**src/rtl/fifo_asymmetric_downsize_pkg.sv**
```systemverilog
// Shared widths, derived constants and the legality rule for the wide-in /
// narrow-out FIFO.
package fifo_asymmetric_downsize_pkg;

   localparam int DEF_WR_DATA_WIDTH = 16;
   localparam int DEF_RD_DATA_WIDTH = 8;
   localparam int DEF_WR_ADDR_WIDTH = 3;
   localparam int DEF_RD_ADDR_WIDTH = 4;

   localparam int RATIO    = DEF_WR_DATA_WIDTH / DEF_RD_DATA_WIDTH;
   localparam int SUB_BITS = $clog2(RATIO);
   localparam int CAP      = 1 << DEF_RD_ADDR_WIDTH;

   function automatic bit widths_legal(input int wr_dw, input int rd_dw,
                                       input int wr_aw, input int rd_aw);
      int ratio;
      ratio = wr_dw / rd_dw;
      return (rd_dw > 0) && (ratio >= 2) && (ratio * rd_dw == wr_dw) &&
             ((ratio & (ratio - 1)) == 0) && (rd_aw == wr_aw + $clog2(ratio));
   endfunction

endpackage

```
**src/rtl/fifo_asymmetric_downsize_ram.sv**
```systemverilog
// Simple dual-port storage: wide synchronous write, registered narrow read
// selected from one wide slot by the low read-address bits.
module fifo_asym_ram
   import fifo_asymmetric_downsize_pkg::*;
#(
   parameter int WR_DATA_WIDTH = DEF_WR_DATA_WIDTH,
   parameter int RD_DATA_WIDTH = DEF_RD_DATA_WIDTH,
   parameter int WR_ADDR_WIDTH = DEF_WR_ADDR_WIDTH,
   parameter int RD_ADDR_WIDTH = DEF_RD_ADDR_WIDTH
) (
   input  logic                     clk,
   input  logic                     reset,
   input  logic                     wr_en,
   input  logic [WR_ADDR_WIDTH-1:0] wr_addr,
   input  logic [WR_DATA_WIDTH-1:0] wr_data,
   input  logic                     rd_en,
   input  logic [RD_ADDR_WIDTH-1:0] rd_addr,
   output logic [RD_DATA_WIDTH-1:0] rd_data
);

   localparam int L_RATIO    = WR_DATA_WIDTH / RD_DATA_WIDTH;
   localparam int L_SUB_BITS = $clog2(L_RATIO);

   logic [WR_DATA_WIDTH-1:0] mem [2**WR_ADDR_WIDTH];
   logic [WR_DATA_WIDTH-1:0] rd_word;
   logic [RD_DATA_WIDTH-1:0] slices [L_RATIO];

   // Storage is deliberately not reset; only the pointers define validity.
   always_ff @(posedge clk) begin
      if (wr_en)
         mem[wr_addr] <= wr_data;
   end

   assign rd_word = mem[rd_addr[RD_ADDR_WIDTH-1:L_SUB_BITS]];

   for (genvar s = 0; s < L_RATIO; s++) begin : g_slice
      assign slices[s] = rd_word[s*RD_DATA_WIDTH +: RD_DATA_WIDTH];
   end

   always_ff @(posedge clk) begin
      if (!reset)
         rd_data <= '0;
      else if (rd_en)
         rd_data <= slices[rd_addr[L_SUB_BITS-1:0]];
   end

endmodule

```
**src/rtl/fifo_asymmetric_downsize.sv**
```systemverilog
// Single-clock FIFO taking wide words and returning them as narrow words,
// least-significant slice first. Pointers, occupancy and flags live here.
module fifo_asymmetric_downsize
   import fifo_asymmetric_downsize_pkg::*;
#(
   parameter int WR_DATA_WIDTH = DEF_WR_DATA_WIDTH,
   parameter int RD_DATA_WIDTH = DEF_RD_DATA_WIDTH,
   parameter int WR_ADDR_WIDTH = DEF_WR_ADDR_WIDTH,
   parameter int RD_ADDR_WIDTH = DEF_RD_ADDR_WIDTH
) (
   input  logic                     clk,
   input  logic                     reset,
   input  logic                     w_req,
   input  logic                     r_req,
   input  logic [WR_DATA_WIDTH-1:0] write_data,
   output logic [RD_DATA_WIDTH-1:0] read_data,
   output logic                     r_ready,
   output logic                     w_ready,
   output logic                     almost_full,
   output logic                     almost_empty
);

   localparam int CW      = RD_ADDR_WIDTH + 1;
   localparam int L_RATIO = WR_DATA_WIDTH / RD_DATA_WIDTH;
   localparam int L_CAP   = 1 << RD_ADDR_WIDTH;

   localparam logic [CW-1:0] RATIO_C    = CW'(L_RATIO);
   localparam logic [CW-1:0] RATIO_M1_C = CW'(L_RATIO - 1);
   localparam logic [CW-1:0] ONE_C      = CW'(1);
   localparam logic [CW-1:0] WR_LIMIT_C = CW'(L_CAP - L_RATIO);
   localparam logic [WR_ADDR_WIDTH-1:0] WR_INC_C = WR_ADDR_WIDTH'(1);
   localparam logic [RD_ADDR_WIDTH-1:0] RD_INC_C = RD_ADDR_WIDTH'(1);

   if (!widths_legal(WR_DATA_WIDTH, RD_DATA_WIDTH, WR_ADDR_WIDTH, RD_ADDR_WIDTH)) begin : g_bad_widths
      $error("fifo_asymmetric_downsize: illegal width/depth parameters");
   end

   logic [WR_ADDR_WIDTH-1:0] wr_ptr;
   logic [RD_ADDR_WIDTH-1:0] rd_ptr;
   logic [CW-1:0]            count;
   logic                     wr_en;
   logic                     rd_en;
   logic [CW-1:0]            count_nxt;

   // Handshake: a write transfers on a rising edge where w_req && w_ready, a
   // read where r_req && r_ready; both readies come from the pre-edge count,
   // requests while not ready are ignored, and read_data is valid the cycle
   // after an accepted read and holds until the next one.
   assign w_ready      = (count <= WR_LIMIT_C);
   assign r_ready      = (count != '0);
   assign almost_full  = (count >= WR_LIMIT_C);
   assign almost_empty = (count <= ONE_C);

   assign wr_en = w_req && w_ready;
   assign rd_en = r_req && r_ready;

   always_comb begin
      count_nxt = count;
      case ({wr_en, rd_en})
         2'b10:   count_nxt = count + RATIO_C;
         2'b01:   count_nxt = count - ONE_C;
         2'b11:   count_nxt = count + RATIO_M1_C;
         default: count_nxt = count;
      endcase
   end

   always_ff @(posedge clk) begin
      if (!reset) begin
         wr_ptr <= '0;
         rd_ptr <= '0;
         count  <= '0;
      end else begin
         if (wr_en)
            wr_ptr <= wr_ptr + WR_INC_C;
         if (rd_en)
            rd_ptr <= rd_ptr + RD_INC_C;
         count <= count_nxt;
      end
   end

   fifo_asym_ram #(
      .WR_DATA_WIDTH(WR_DATA_WIDTH),
      .RD_DATA_WIDTH(RD_DATA_WIDTH),
      .WR_ADDR_WIDTH(WR_ADDR_WIDTH),
      .RD_ADDR_WIDTH(RD_ADDR_WIDTH)
   ) u_ram (
      .clk     (clk),
      .reset   (reset),
      .wr_en   (wr_en),
      .wr_addr (wr_ptr),
      .wr_data (write_data),
      .rd_en   (rd_en),
      .rd_addr (rd_ptr),
      .rd_data (read_data)
   );

endmodule

```
**config.mk**
```make
export PLATFORM = sky130hd
export DESIGN_NAME = fifo_asymmetric_downsize
export DESIGN_NICKNAME = d
export VERILOG_FILES = /design/src/rtl/fifo_asymmetric_downsize_pkg.sv /design/src/rtl/fifo_asymmetric_downsize_ram.sv /design/src/rtl/fifo_asymmetric_downsize.sv
export SDC_FILE = /design/constraint.sdc
export NUM_CORES = 1
export LEC_CHECK = 0
export BUFFER_PORTS_ARGS = -buffer_cell sky130_fd_sc_hd__buf_2
export CORE_MARGIN = 10
export CORE_UTILIZATION = 59
export CTS_CLUSTER_SIZE = 28
export DETAILED_ROUTE_END_ITERATION = 8
export PLACE_DENSITY = 0.77
export SLEW_MARGIN = 10
export SYNTH_ARGS = -nofsm -noshare
export SYNTH_HDL_FRONTEND = slang
export SYNTH_SLANG_ARGS = --single-unit
```
**constraint.sdc**
```tcl
create_clock -name clk -period 7.15 [get_ports clk]
set_input_delay 0.3575 -clock clk [delete_from_list [all_inputs] [get_ports clk]]
set_output_delay 0.3575 -clock clk [all_outputs]
set_load 0.005 [all_outputs]
```
-- Word-level counts from Yosys, hierarchy flattened
Memory sizes are Yosys's and may differ from the RTL's. A register that Yosys moved wholly into a read port is not among the register bits.
Index checks and enable logic that the tools add are counted.
- bits in registers: 20
- latch bits: 0
- RAM bits: 128
- bits in read-only memories: 0
- input bits: 20
- output and inout port bits: 12
- word-level logic and storage cells: 30
- memories kept: 1
- $add $sub $neg: 5
- multiply operators: 0
- divide/modulo/power cells: 0
- magnitude comparators: 4
- equality and inequality tests: 3
- shift-type cells: 0
- mux-type cells: 8
- bitwise operators: 1
- reductions and logical operators: 4
- memories (memory ; depth ; bits a word ; rd ports ; clocked after memory_dff ; wr ports ; RTL line ; source):
    u_ram.mem ; 8 ; 16 ; 1 ; 1 ; 1 ; fifo_asymmetric_downsize_ram.sv:24 ; logic [WR_DATA_WIDTH-1:0] mem [2**WR_ADDR_WIDTH];
- operators with widths (cell ; number):
    $mux 8 ; 3
    $pmux 5 s3 ; 1
    $mux 3 ; 2
    $add 5x1->5 const B ; 1
    $add 5x2->5 const B ; 1
    $ge 5x4->1 const B ; 1
    $le 5x1->1 const B ; 1
    $le 5x4->1 const B ; 1
    $reduce_bool 5->1 ; 1
    $sub 5x1->5 const B ; 1
    $add 4x1->4 const B ; 1
    $eq 2x2->1 const B ; 2
    $add 3x1->3 const B ; 1
    $reduce_bool 3->1 ; 1
    $eq 2x1->1 const B ; 1
    $ge 2x2->1 const B ; 1
    $logic_and 1x1->1 ; 2
    $mux 1 ; 2
    $not 1->2 ; 1

-- Logic depth before layout (Yosys ltp)
Gate-level depths: netlist (run 1).
- depth in word-level cells: 4
- mapped depth: 8
- mapped depth without buffers: 6

-- Modules after synthesis
A second synthesis (run 1) with hierarchy kept.
- cell total of the unflattened synthesis: 403
- area total of the unflattened synthesis: 6110.9 µm²
- modules (own cells, without submodules) (module ; instances ; cells each ; area an instance (µm²)):
    fifo_asym_ram ; 1 ; 308 ; 5288.8
    fifo_asymmetric_downsize ; 1 ; 95 ; 822.0

-- Worst setup path after synthesis (run 1)
No wires, ideal clock.
- path type: flip-flop to flip-flop
- from: reg count[0]
- to: mem u_ram.mem[1][0] (netlist name), enable pin
- library setup time: 0.436 ns
- data arrival time: 2.956 ns
- required time: 6.714 ns
- setup slack: 3.758 ns
- cell stages (with the launch flop): 7
- path buffers: 1
- clock period less this slack: 3.392 ns
- cell sequence: dfxtp_1 -> inv_1 -> ha_1 -> and2_1 -> clkbuf_1 -> o21ai_1 -> nor4b_1
- longest elaborated chain between the ends: 4
- ends and longest elaborated chain (what ; RTL line ; source):
    from (decl) ; fifo_asymmetric_downsize.sv:40 ; logic [CW-1:0] count;
    from (signal assigned) ; fifo_asymmetric_downsize.sv:77 ; count <= count_nxt;
    $le 5x4->1 ; fifo_asymmetric_downsize.sv:49 ; assign w_ready = (count <= WR_LIMIT_C);
    $logic_and 1x1->1 ; fifo_asymmetric_downsize.sv:54 ; assign wr_en = w_req && w_ready;
    $mux 1 ; fifo_asymmetric_downsize_ram.sv:30 ; if (wr_en)
    $mux 1 (not written as such) ; fifo_asymmetric_downsize_ram.sv:31 ; mem[wr_addr] <= wr_data;
    to (decl) ; fifo_asymmetric_downsize_ram.sv:24 ;
Every way passes these cells.

-- Worst setup path after layout (run 1)
- from: reg count[0]
- to: mem u_ram.mem[1][13] (netlist name), enable pin
The elaborated chain is that of the path after synthesis.

==> metrics.txt, run 1 <==
status=finished clean; sequential cell area=4310 sq um; total track usage=16.8%; I/O Buffers=31; CTS buffer count=17; register bit total from synthesis=~150; R2R depth=6; Hold Violations, Final=0; CP arrival=2670 ps; pwr/cell area=roughly 360 nW/um^2; Finish-stage setup viols=0; Post-synth EDFFs=128; layout cells sized above 1=28.1%; sequential area share after synthesis=70.0%; top cell type's share of synthesized area=between 60% and 70%; DRC viols=0; type of the worst setup path=flip-flop to flip-flop; Die Width=122 microns; end of the critical path=u_ram.mem[1][13]; HP Class=primary input to flip-flop; die area=14900 sq um; Final Cycle Share=33.7%; most frequent cells in the layout=edfxtp_1 (128), mux4_2 (31), buf_2 (31); Setup crit end kind=flip-flop; Root Driver=clkbuf_8; Sum Neg Setup Slack=0 ps; net switching power=between 0.0006 and 0.0007 W; r2r startpoint=count[0]; initial antenna violation count=0; CP Launch Type=flip-flop; first-pass GRT wire length=between 15000 and 20000 microns; DR pass1 iterations=4; Longest Clk Path Bufs=2; worst reg-to-reg setup slack=4740 ps; Area growth, synth to finish=15.3%; Reg2Reg Capture Point=u_ram.mem[1][13]; Initial Utilization=60.1%; Yosys top cell by area=edfxtp_1; synthesized area per cell=17.3 sq um; Crit Path Max Fanout=16; CTS Hold Bufs=0; vias in the first global route=3362; post-cts resize count=0; Cells after Synth=356; Core Rows=37; I/O pins=32; HPWL after DPL=6850 microns; ys async rst share=0%; Post-CTS Setup Repair Bufs=0; Synth warnings=0; Period minus WS final=2410 ps; Routed met3 length=733 microns; # H-tree levels=4; drt first-iter violations=272; CTS tree=yes; total grt overflow=0; most common cell after layout, fill and taps aside=edfxtp_1; wire length per cell=21.8 microns; via count=about 3200; Die Height=122 microns; Internal=0.00186 W; Gate power share=18.5%; gp weighted congestion=0.854; Core Box Area=10200 sq um; Max Clk Rate=between 0.4 and 0.5 GHz; DR top layer=met4; CP startpoint=count[0]; Worst Skew=6.43 ps; Clk pwr share=36.8%; area taken by multi-input logic gates=approximately 1700 sq um; switching share of power=a little over a quarter; Max-cap violations=0; Slew Limit Headroom=32.0%; Syn Std Cell Area=6150 sq um; top post-synthesis cells by area=edfxtp_1 (62%), mux4_2 (11%), dfxtp_1 (7.5%); Yosys cell types=47; register share of total power=44.8%; Overall Power=0.00252 W; Clock transition at path regs=about 60 ps; Routed met2 length=6090 microns; DRT antenna net count=0; Final Max Slew Viols=0; unrepaired setup endpoints after global routing=no; largest net degree at the start of global routing=34; Synth Flop Type=edfxtp_1; CP required=7410 ps; WHS=98.2 ps; syn_nets=385; # fillers=635; worst skew pair latency=530 ps; Leak=2.36 nW; final wirelength=11800 microns; Slew @ Worst Pin=around 1000 ps; via/cell ratio=between 5 and 6; Clock Sinks=151; nets=421; worst vdd ir=0.219 mV; Met1 Wirelength=4870 microns
-- kinds of logic after synthesis --
family / share of synthesized area (%)
muxes: 13.0
buffers and inverters: 2.50
xor gates and xnor gates: 0.712
and+or+nand+nor: 6.57
DFF: 70.0
adders and majority gates: 1.83
AOI/OAI and AO/OA: 5.41
-- worst min path at each step --
stage | cells past startpoint | start | end | slack [ps]
floorplan | 0 | write_data[0] | u_ram.mem[0][0] | 460
global placement | 2 | rd_ptr[1] | rd_ptr[1] | 480
detailed placement | 2 | rd_ptr[1] | rd_ptr[1] | 490
CTS | 1 | write_data[14] | u_ram.mem[3][14] | 70
global route | 1 | write_data[4] | u_ram.mem[2][4] | 90
finish | 1 | write_data[6] | u_ram.mem[3][6] | 100
-- layer usage --
metal | GRT usage [%] | vias up
li1 | - | 1497
met1 | 20.8 | 1626
met2 | 27.0 | 114
met3 | 5.46 | 9
met4 | 7.07 | 0
met5 | 0 | -
-- per-stage QoR --
| step | area (sq um) | setup WS [ps] | util, % | std cells |
|---|---|---|---|---|
| global placement | 6470 | 4880 | 63.2 | 509 |
| finish | 7090 | 4740 | 69.3 | 542 |
| floorplan | 6150 | 3760 | - | 356 |
| detailed placement | 6470 | 4770 | 63.2 | 509 |
| global route | 7090 | 4560 | 69.3 | 541 |
| CTS | 7090 | 4740 | 69.3 | 541 |
-- power groups by stage --
stage          registers (W)  logic, W  clock network, W
6_report             0.00113  0.000465          0.000926
3_5_place_dp         0.00114  0.000468                 0
5_1_grt              0.00114  0.000518          0.000978
4_1_cts              0.00113  0.000473          0.000941
2_1_floorplan        0.00110  0.000370                 0
3_3_place_gp         0.00114  0.000454                 0
-- worst max-delay path: stages (launching register included) --
cell	delay, ps
dfxtp_1	470
inv_1	160
ha_1	210
and2_1	210
o21ai_1	700
nor4b_2	120
buf_4	260
-- registers in the layout, summed over array words and instances, names as in the netlist, named ones only --
signal         count
count              5
rd_ptr             4
u_ram.mem        128
u_ram.rd_data      8
wr_ptr             3
-- Yosys cell counts (3+ instances only) --
library cell,count
nand2b_1,11
o211ai_1,4
nand3_1,4
edfxtp_1,128
mux4_2,31
ha_1,9
mux2i_1,8
a21oi_1,14
nand2_1,13
xnor2_1,3
dfxtp_1,23
or3_1,9
clkbuf_1,8
nor2b_1,3
o21ai_0,4
nor2_1,10
buf_2,11
o2111a_1,7
inv_1,8
nor3b_1,3
nor3_1,9
-- final cells by class --
| type | count | share of cell area (%) |
|---|---|---|
| Antenna cell | 1 | 0.0353 |
| Clock buffer | 17 | 5.84 |
| Clock inverter | 15 | 2.95 |
| Inverter | 8 | 0.423 |
| Multi-Input combinational cell | 173 | 24.4 |
| Sequential cell | 151 | 60.7 |
| Tap cell | 136 | 2.40 |
| Timing Repair Buffer | 41 | 3.25 |
(Power assumes the default switching activity.)
==> run 2: changes to the inputs <==
--- a/config.mk
+++ b/config.mk
@@ -5,12 +5,13 @@
 export SDC_FILE = /design/constraint.sdc
 export NUM_CORES = 1
 export LEC_CHECK = 0
+export ABC_AREA = 1
 export BUFFER_PORTS_ARGS = -buffer_cell sky130_fd_sc_hd__buf_2
 export CORE_MARGIN = 10
-export CORE_UTILIZATION = 59
+export CORE_UTILIZATION = 55
 export CTS_CLUSTER_SIZE = 28
 export DETAILED_ROUTE_END_ITERATION = 8
-export PLACE_DENSITY = 0.77
+export PLACE_DENSITY = 0.75
 export SLEW_MARGIN = 10
 export SYNTH_ARGS = -nofsm -noshare
 export SYNTH_HDL_FRONTEND = slang
==> constraint.sdc (replaced) <==
create_clock -name clk -period 2 [get_ports clk]
set_input_delay 0.1 -clock clk [delete_from_list [all_inputs] [get_ports clk]]
set_output_delay 0.1 -clock clk [all_outputs]
set_load 0.005 [all_outputs]
==> run 2 against run 1 <==
Maximum frequency rose by 26%; critical path type unchanged; largest cell class unchanged; cell count grew 63%; first-iteration DRC count grew 110%; clock skew grew 2.7 ps; synthesized cell count up 90%; design area increased by 9.1%; power increased to 3.7 times the previous value; synthesized area grew 9.7%; worst hold slack got worse by 94 ps; global-route usage up 2.0 points.
==> metrics.txt, run 2 <==
total grt overflow=0 (unchanged); diode count=0 (-1); Yosys cell types=31 (-34%); Largest register FFs=128 (unchanged); Period minus WS final=1910 ps (-502 ps); I/O Buffers=31 (unchanged); Yosys top cell by area=edfxtp_1; register bit total from synthesis=151 (unchanged); syn_nets=707 (+84%); most frequent cells in the layout=nand2_1 (223), edfxtp_1 (128), nand3_1 (95); Area after DPL=7140 sq um (+10%); Hold Violations, Final=0 (unchanged); Area growth, synth to finish=14.7%; top cell type's share of synthesized area=57.0% (-5.5 points); # H-tree levels=4 (unchanged); gp weighted congestion=0.948 (+11%); Max-cap violations=0 (unchanged); Synth warnings=0 (unchanged); synthesized area per cell=9.95 sq um (-42%); Crit Path Max Fanout=10 (-6); via/cell ratio=5.36 (-10%); worst setup margin=92.8 ps (-4650 ps); fin area=7740 sq um (+9.1%); list of most frequent post-synthesis cells=nand2_1 (223), edfxtp_1 (128), nand3_1 (96), inv_1 (88), nor2_1 (30); nets=752 (+79%); largest net degree at the start of global routing=47 (+38%); die area=17100 sq um (+15%); Core Rows=40 (+8.1%); vias in the first global route=4613 (+37%); Syn Std Cell Area=6750 sq um (+9.7%); most common cell in the synthesized netlist=nand2_1; registers with the most flip-flops=u_ram.mem (128), u_ram.rd_data (8), count (5); Leak=3.32 nW (+41%); Final Cycle Share=95.4% (+62 points); wire length per cell=17.4 microns (-20%); initial antenna violation count=0 (unchanged); DRC viols=0 (unchanged); Initial Utilization=56.2% (-4.0 points); Root Driver=clkbuf_16; Slew Limit Headroom=34.3% (+2.3 points); Die Width=131 microns (+7.1%); DRT antenna net count=0 (unchanged); status=finished clean; worst vdd ir=0.698 mV (+220%); Die Height=131 microns (+7.1%); Setup crit end kind=flip-flop; top post-synthesis cells by area=edfxtp_1 (57%), nand2_1 (12%), nand3_1 (7.1%); HPWL after DPL=10200 microns (+49%); Clock transition at path regs=60 ps (about the same); setup slack after placement=86.9 ps (-4680 ps); Final Max Slew Viols=0 (unchanged); ys async rst share=0% (unchanged); sequential area share after synthesis=63.8% (-6.2 points); CP required=2130 ps (-5280 ps); drt first-iter violations=577 (+110%); Clock Sinks=151 (unchanged); Finish-stage setup viols=0 (unchanged); final wirelength=15300 microns (+30%); worst skew pair latency=430 ps (-100 ps); DR pass1 iterations=6 (+2); type of the worst setup path=flip-flop to flip-flop; Cells after Synth=678 (+90%); Top reg by flops=u_ram.mem; I/O pins=32 (unchanged); via count=4734 (+46%); worst reg-to-reg setup slack=90 ps (-4650 ps); total track usage=18.9% (+2.0 points); unrepaired setup endpoints after global routing=no; Core Box Area=12000 sq um (+17%); Slew @ Worst Pin=984 ps (-36.1 ps); Post-synth EDFFs=128 (unchanged); CTS buffer count=17 (unchanged); pwr/cell area=1190 nW/um^2 (+230%); Max Clk Rate=0.524 GHz (+26%); Post-CTS Setup Repair Bufs=0 (unchanged); Worst Skew=9.16 ps (+2.73 ps); Longest Clk Path Bufs=2 (unchanged); Post-Route Utilization=64.4% (-4.9 points); CTS tree=yes; HP Class=primary input to flip-flop; first-pass GRT wire length=23900 microns (+29%); Sum Neg Setup Slack=0 ps (unchanged); most common cell after layout, fill and taps aside=nand2_1; Synth Flop Type=edfxtp_1; CP Launch Type=flip-flop; layout cells sized above 1=15.1% (-13 points); CP arrival=2040 ps (-630 ps)
## run 2: cell count changes after synthesis, sizes merged, moves of 8 or more
cell,before,now
buf,15,28
inv,8,92
mux2i,8,0
mux4,31,0
nand2,13,227
nand2b,11,0
nand3,4,99
nor2,10,39
nor3,9,1
o21ai,5,13
or3,9,0
## run 2: power breakdown
part	internal, W	leakage (nW)	switching, W
sequential	0.00371	1.35	0.000172
combinational	0.000790	1.71	0.00158
clock	0.00173	0.256	0.00122
total	0.00623	3.32	0.00297
## run 2: cell families (layout without fill, tap and decap cells)
family / after synthesis / in the layout / share of synthesized area [%]
AOI/OAI and AO/OA: 21 / 21 / 1.82
xor gates and xnor gates: 6 / 6 / 0.779
adders and majority gates: 9 / 9 / 1.67
buffers and inverters: 124 / 182 / 8.27
DFF: 151 / 151 / 63.8
and+or+nand+nor: 367 / 367 / 23.7
## run 2: timing repair
item | 4_1_cts | 5_1_grt
hold endpoints to repair | 32 | 0
gates resized for setup | 0 | 2
setup endpoints to repair | 0 | 42
hold buffers | 4 | 0
## run 2: cell type report
class                   instances  area [sq um]
clock buffers                  20           447
clock inverters                12           104
fillers                       906          4270
inverters                      94           360
multi-input cells             403          1920
flip-flops and latches        151          4310
well taps                     147           184
repair buffers                 56           419
## run 2: path summary, 6_finish.rpt
kind                                     start          endpoint  cells after the start
worst max-delay path                  count[1]   u_ram.mem[2][6]                      6
worst min-delay path            write_data[13]  u_ram.mem[0][13]                      1
worst max register to register        count[1]   u_ram.mem[2][6]                      6
worst min register to register       rd_ptr[2]         rd_ptr[2]                      2
## run 2: worst max-delay path: stages, from the launching register on
cell and delay [ps]:
dfxtp_1 440, ha_1 260, nand3_4 100, a21oi_1 200, nand3_2 160, nor2_1 210, buf_4 240
## run 2: layer usage
metal	track usage, %	share of wire (%)	wire, microns
met1	20.9	39	5920
met2	32.9	52	7950
met3	4.63	6.3	972
met4	10.0	3.2	498
met5	0	0	0
## run 2: per-stage QoR
stage | power [W] | instances | hold WS [ps]
global route | 0.00963 | 883 | 5.99
floorplan | 0.00560 | 678 | 199
global placement | 0.00618 | 847 | 405
finish | 0.00920 | 883 | 4.24
detailed placement | 0.00625 | 847 | 413
CTS | 0.00920 | 883 | 0.156
==> run 3: changes to the inputs <==
==> constraint.sdc (replaced) <==
create_clock -name clk -period 2 [get_ports clk]
set_input_delay 0.5 -clock clk [delete_from_list [all_inputs] [get_ports clk]]
set_output_delay 0.5 -clock clk [all_outputs]
set_load 0.005 [all_outputs]
==> run 3 against run 2 <==
Clock power grew 4%; critical endpoint is now r_ready; global-route usage about the same; sequential cell count did not move; die area unchanged; sequential share of layout area down 0.64 points; worst hold slack gained 360 ps; largest power group unchanged; critical path depth shrank 1; power up 3.1%; largest cell class unchanged; sequential power barely moved.
==> metrics.txt, run 3 (synthesis results as in run 2) <==
status=finished clean; drt first-iter violations=514 (-11%); wire length per cell=17.2 microns (-1.0%); Initial Utilization=56.2% (unchanged); CP Launch Type=flip-flop; die area=17100 sq um (unchanged); total track usage=18.9% (about the same); CTS tree=yes; Clock Sinks=151 (unchanged); unrepaired setup endpoints after global routing=yes; CP max stage cell=dfxtp_2; Slew Limit Headroom=27.0% (-7.3 points); type of the worst setup path=flip-flop to output pin; Die Width=131 microns (unchanged); DRT antenna net count=0 (unchanged); layout cells sized above 1=17.3% (+2.2 points); CP arrival=1470 ps (-570 ps); Hold Violations, Final=0 (unchanged); via/cell ratio=5.31 (-0.89%); Sum Neg Setup Slack=0 ps (unchanged); Area growth, synth to finish=16.2%; setup slack after placement=115 ps (+27.9 ps); worst vdd ir=0.559 mV (-20%); R2R depth=7 (+1); Die Height=131 microns (unchanged); HP Class=primary input to flip-flop; diode count=0 (unchanged); initial antenna violation count=0 (unchanged); total grt overflow=0 (unchanged); cell family with most CP delay=flip-flops; Slew @ Worst Pin=1090 ps (+110 ps); Max Clk Rate=0.508 GHz (-3.2%); CTS Hold Bufs=0 (-4); Leak=3.39 nW (+2.1%); DR pass1 iterations=5 (-1); Final Max Slew Viols=0 (unchanged); worst skew pair latency=420 ps (about the same); Worst Skew=7.43 ps (-1.72 ps); worst reg-to-reg setup slack=170 ps (+80 ps); pwr/cell area=1210 nW/um^2 (+1.8%); DRC viols=0 (unchanged); WHS=363 ps (+359 ps); Crit Path Max Fanout=6 (-4); hold endpoint=u_ram.mem[6][4]; Max-cap violations=0 (unchanged); Root Driver=clkbuf_16; first-pass GRT wire length=23800 microns (-0.20%); nets=755 (+0.40%); worst path cell trace=inv_1, buf_4, ha_1, nand3_4, buf_2; HPWL after DPL=10200 microns (+0.20%); CP required=1500 ps (-630 ps); CP bufs+invs=3 (+2); vias in the first global route=4639 (+0.56%); via count=4708 (-0.55%); Period minus WS final=1970 ps (+62.5 ps); Clock transition at path regs=60 ps (about the same); Core Rows=40 (unchanged); Max stage delay on crit path=350 ps (-90 ps); Final Cycle Share=98.5% (+3.1 points); Finish-stage setup viols=0 (unchanged); Largest register FFs=128 (unchanged); most common cell after layout, fill and taps aside=nand2_1; registers with the most flip-flops=u_ram.mem (128), u_ram.rd_data (8), count (5); most frequent cells in the layout=nand2_1 (222), edfxtp_1 (128), nand3_1 (96); gp weighted congestion=0.853 (-10%); Setup crit end kind=output pin; I/O pins=32 (unchanged); CTS buffer count=17 (unchanged); final wirelength=15200 microns (-0.70%); Top reg by flops=u_ram.mem; Reg2Reg Capture Point=u_ram.rd_data[6]; WHS Path Cells=1 (unchanged); Longest Clk Path Bufs=2 (unchanged); Core Box Area=12000 sq um (unchanged); worst setup margin=30.2 ps (-62.5 ps); Hold Path Origin=write_data[4]; I/O Buffers=31 (unchanged); largest net degree at the start of global routing=39 (-17%); # H-tree levels=4 (unchanged)
run 3: changes by cell type in the layout (fill, tap and decap cells not counted), moves of 2 or more:
| cell | delta |
|---|---|
| clkbuf_4 | +3 |
| buf_4 | +6 |
| dfxtp_1 | -4 |
| inv_4 | +4 |
| dlygate4sd3_1 | -4 |
| dfxtp_2 | +3 |
| clkinvlp_4 | -5 |
| ha_1 | -2 |
| inv_1 | -2 |
| clkbuf_16 | +4 |
run 3: cell type report:
cell class	instances	area [sq um]
tap	147	184
fill	907	4170
multi-input combinational	403	1950
clock inverter	5	31.3
timing repair buffer	59	444
clock buffer	27	559
inverter	94	365
sequential	151	4310
run 3: routing by layer:
layer  vias to the layer above  track usage (%)  wire length [microns]
met3                        30             4.23                    858
met2                       158             32.6                   8000
met5                         -                0                      0
met4                         0             9.42                    449
met1                      2235             21.7                   5920
li1                       2285                -                      -
run 3: metrics by stage:
step | power, W | utilization (%) | instances | instance area, sq um
after CTS | 0.00941 | 64.6 | 881 | 7760
after global routing | 0.00999 | 65.3 | 886 | 7840
after floorplan | 0.00560 | - | 678 | 6780
after detailed placement | 0.00629 | 59.7 | 849 | 7170
after global placement | 0.00625 | 59.7 | 849 | 7170
final | 0.00949 | 65.3 | 886 | 7840
run 3: report_power, final:
part	switching (W)	internal [W]	total, W	leakage (nW)
logic	0.00161	0.000900	0.00251	1.74
clock network	0.00117	0.00192	0.00309	0.297
registers	0.000167	0.00372	0.00388	1.35
run 3: how the worst max path moves through the flow:
stage	from	end	cells past startpoint
after floorplan	count[0]	u_ram.mem[0][0]	6
after CTS	count[2]	almost_empty	6
after detailed placement	count[1]	u_ram.mem[4][12]	6
final	count[0]	r_ready	5
after global placement	count[1]	u_ram.mem[4][13]	7
after global routing	count[0]	r_ready	5
run 3: what timing repair did:
item | CTS | global route
gates resized for setup | 3 | 14
pin swaps | 0 | 2
setup endpoints to repair | 3 | 3
setup buffers | 0 | 5
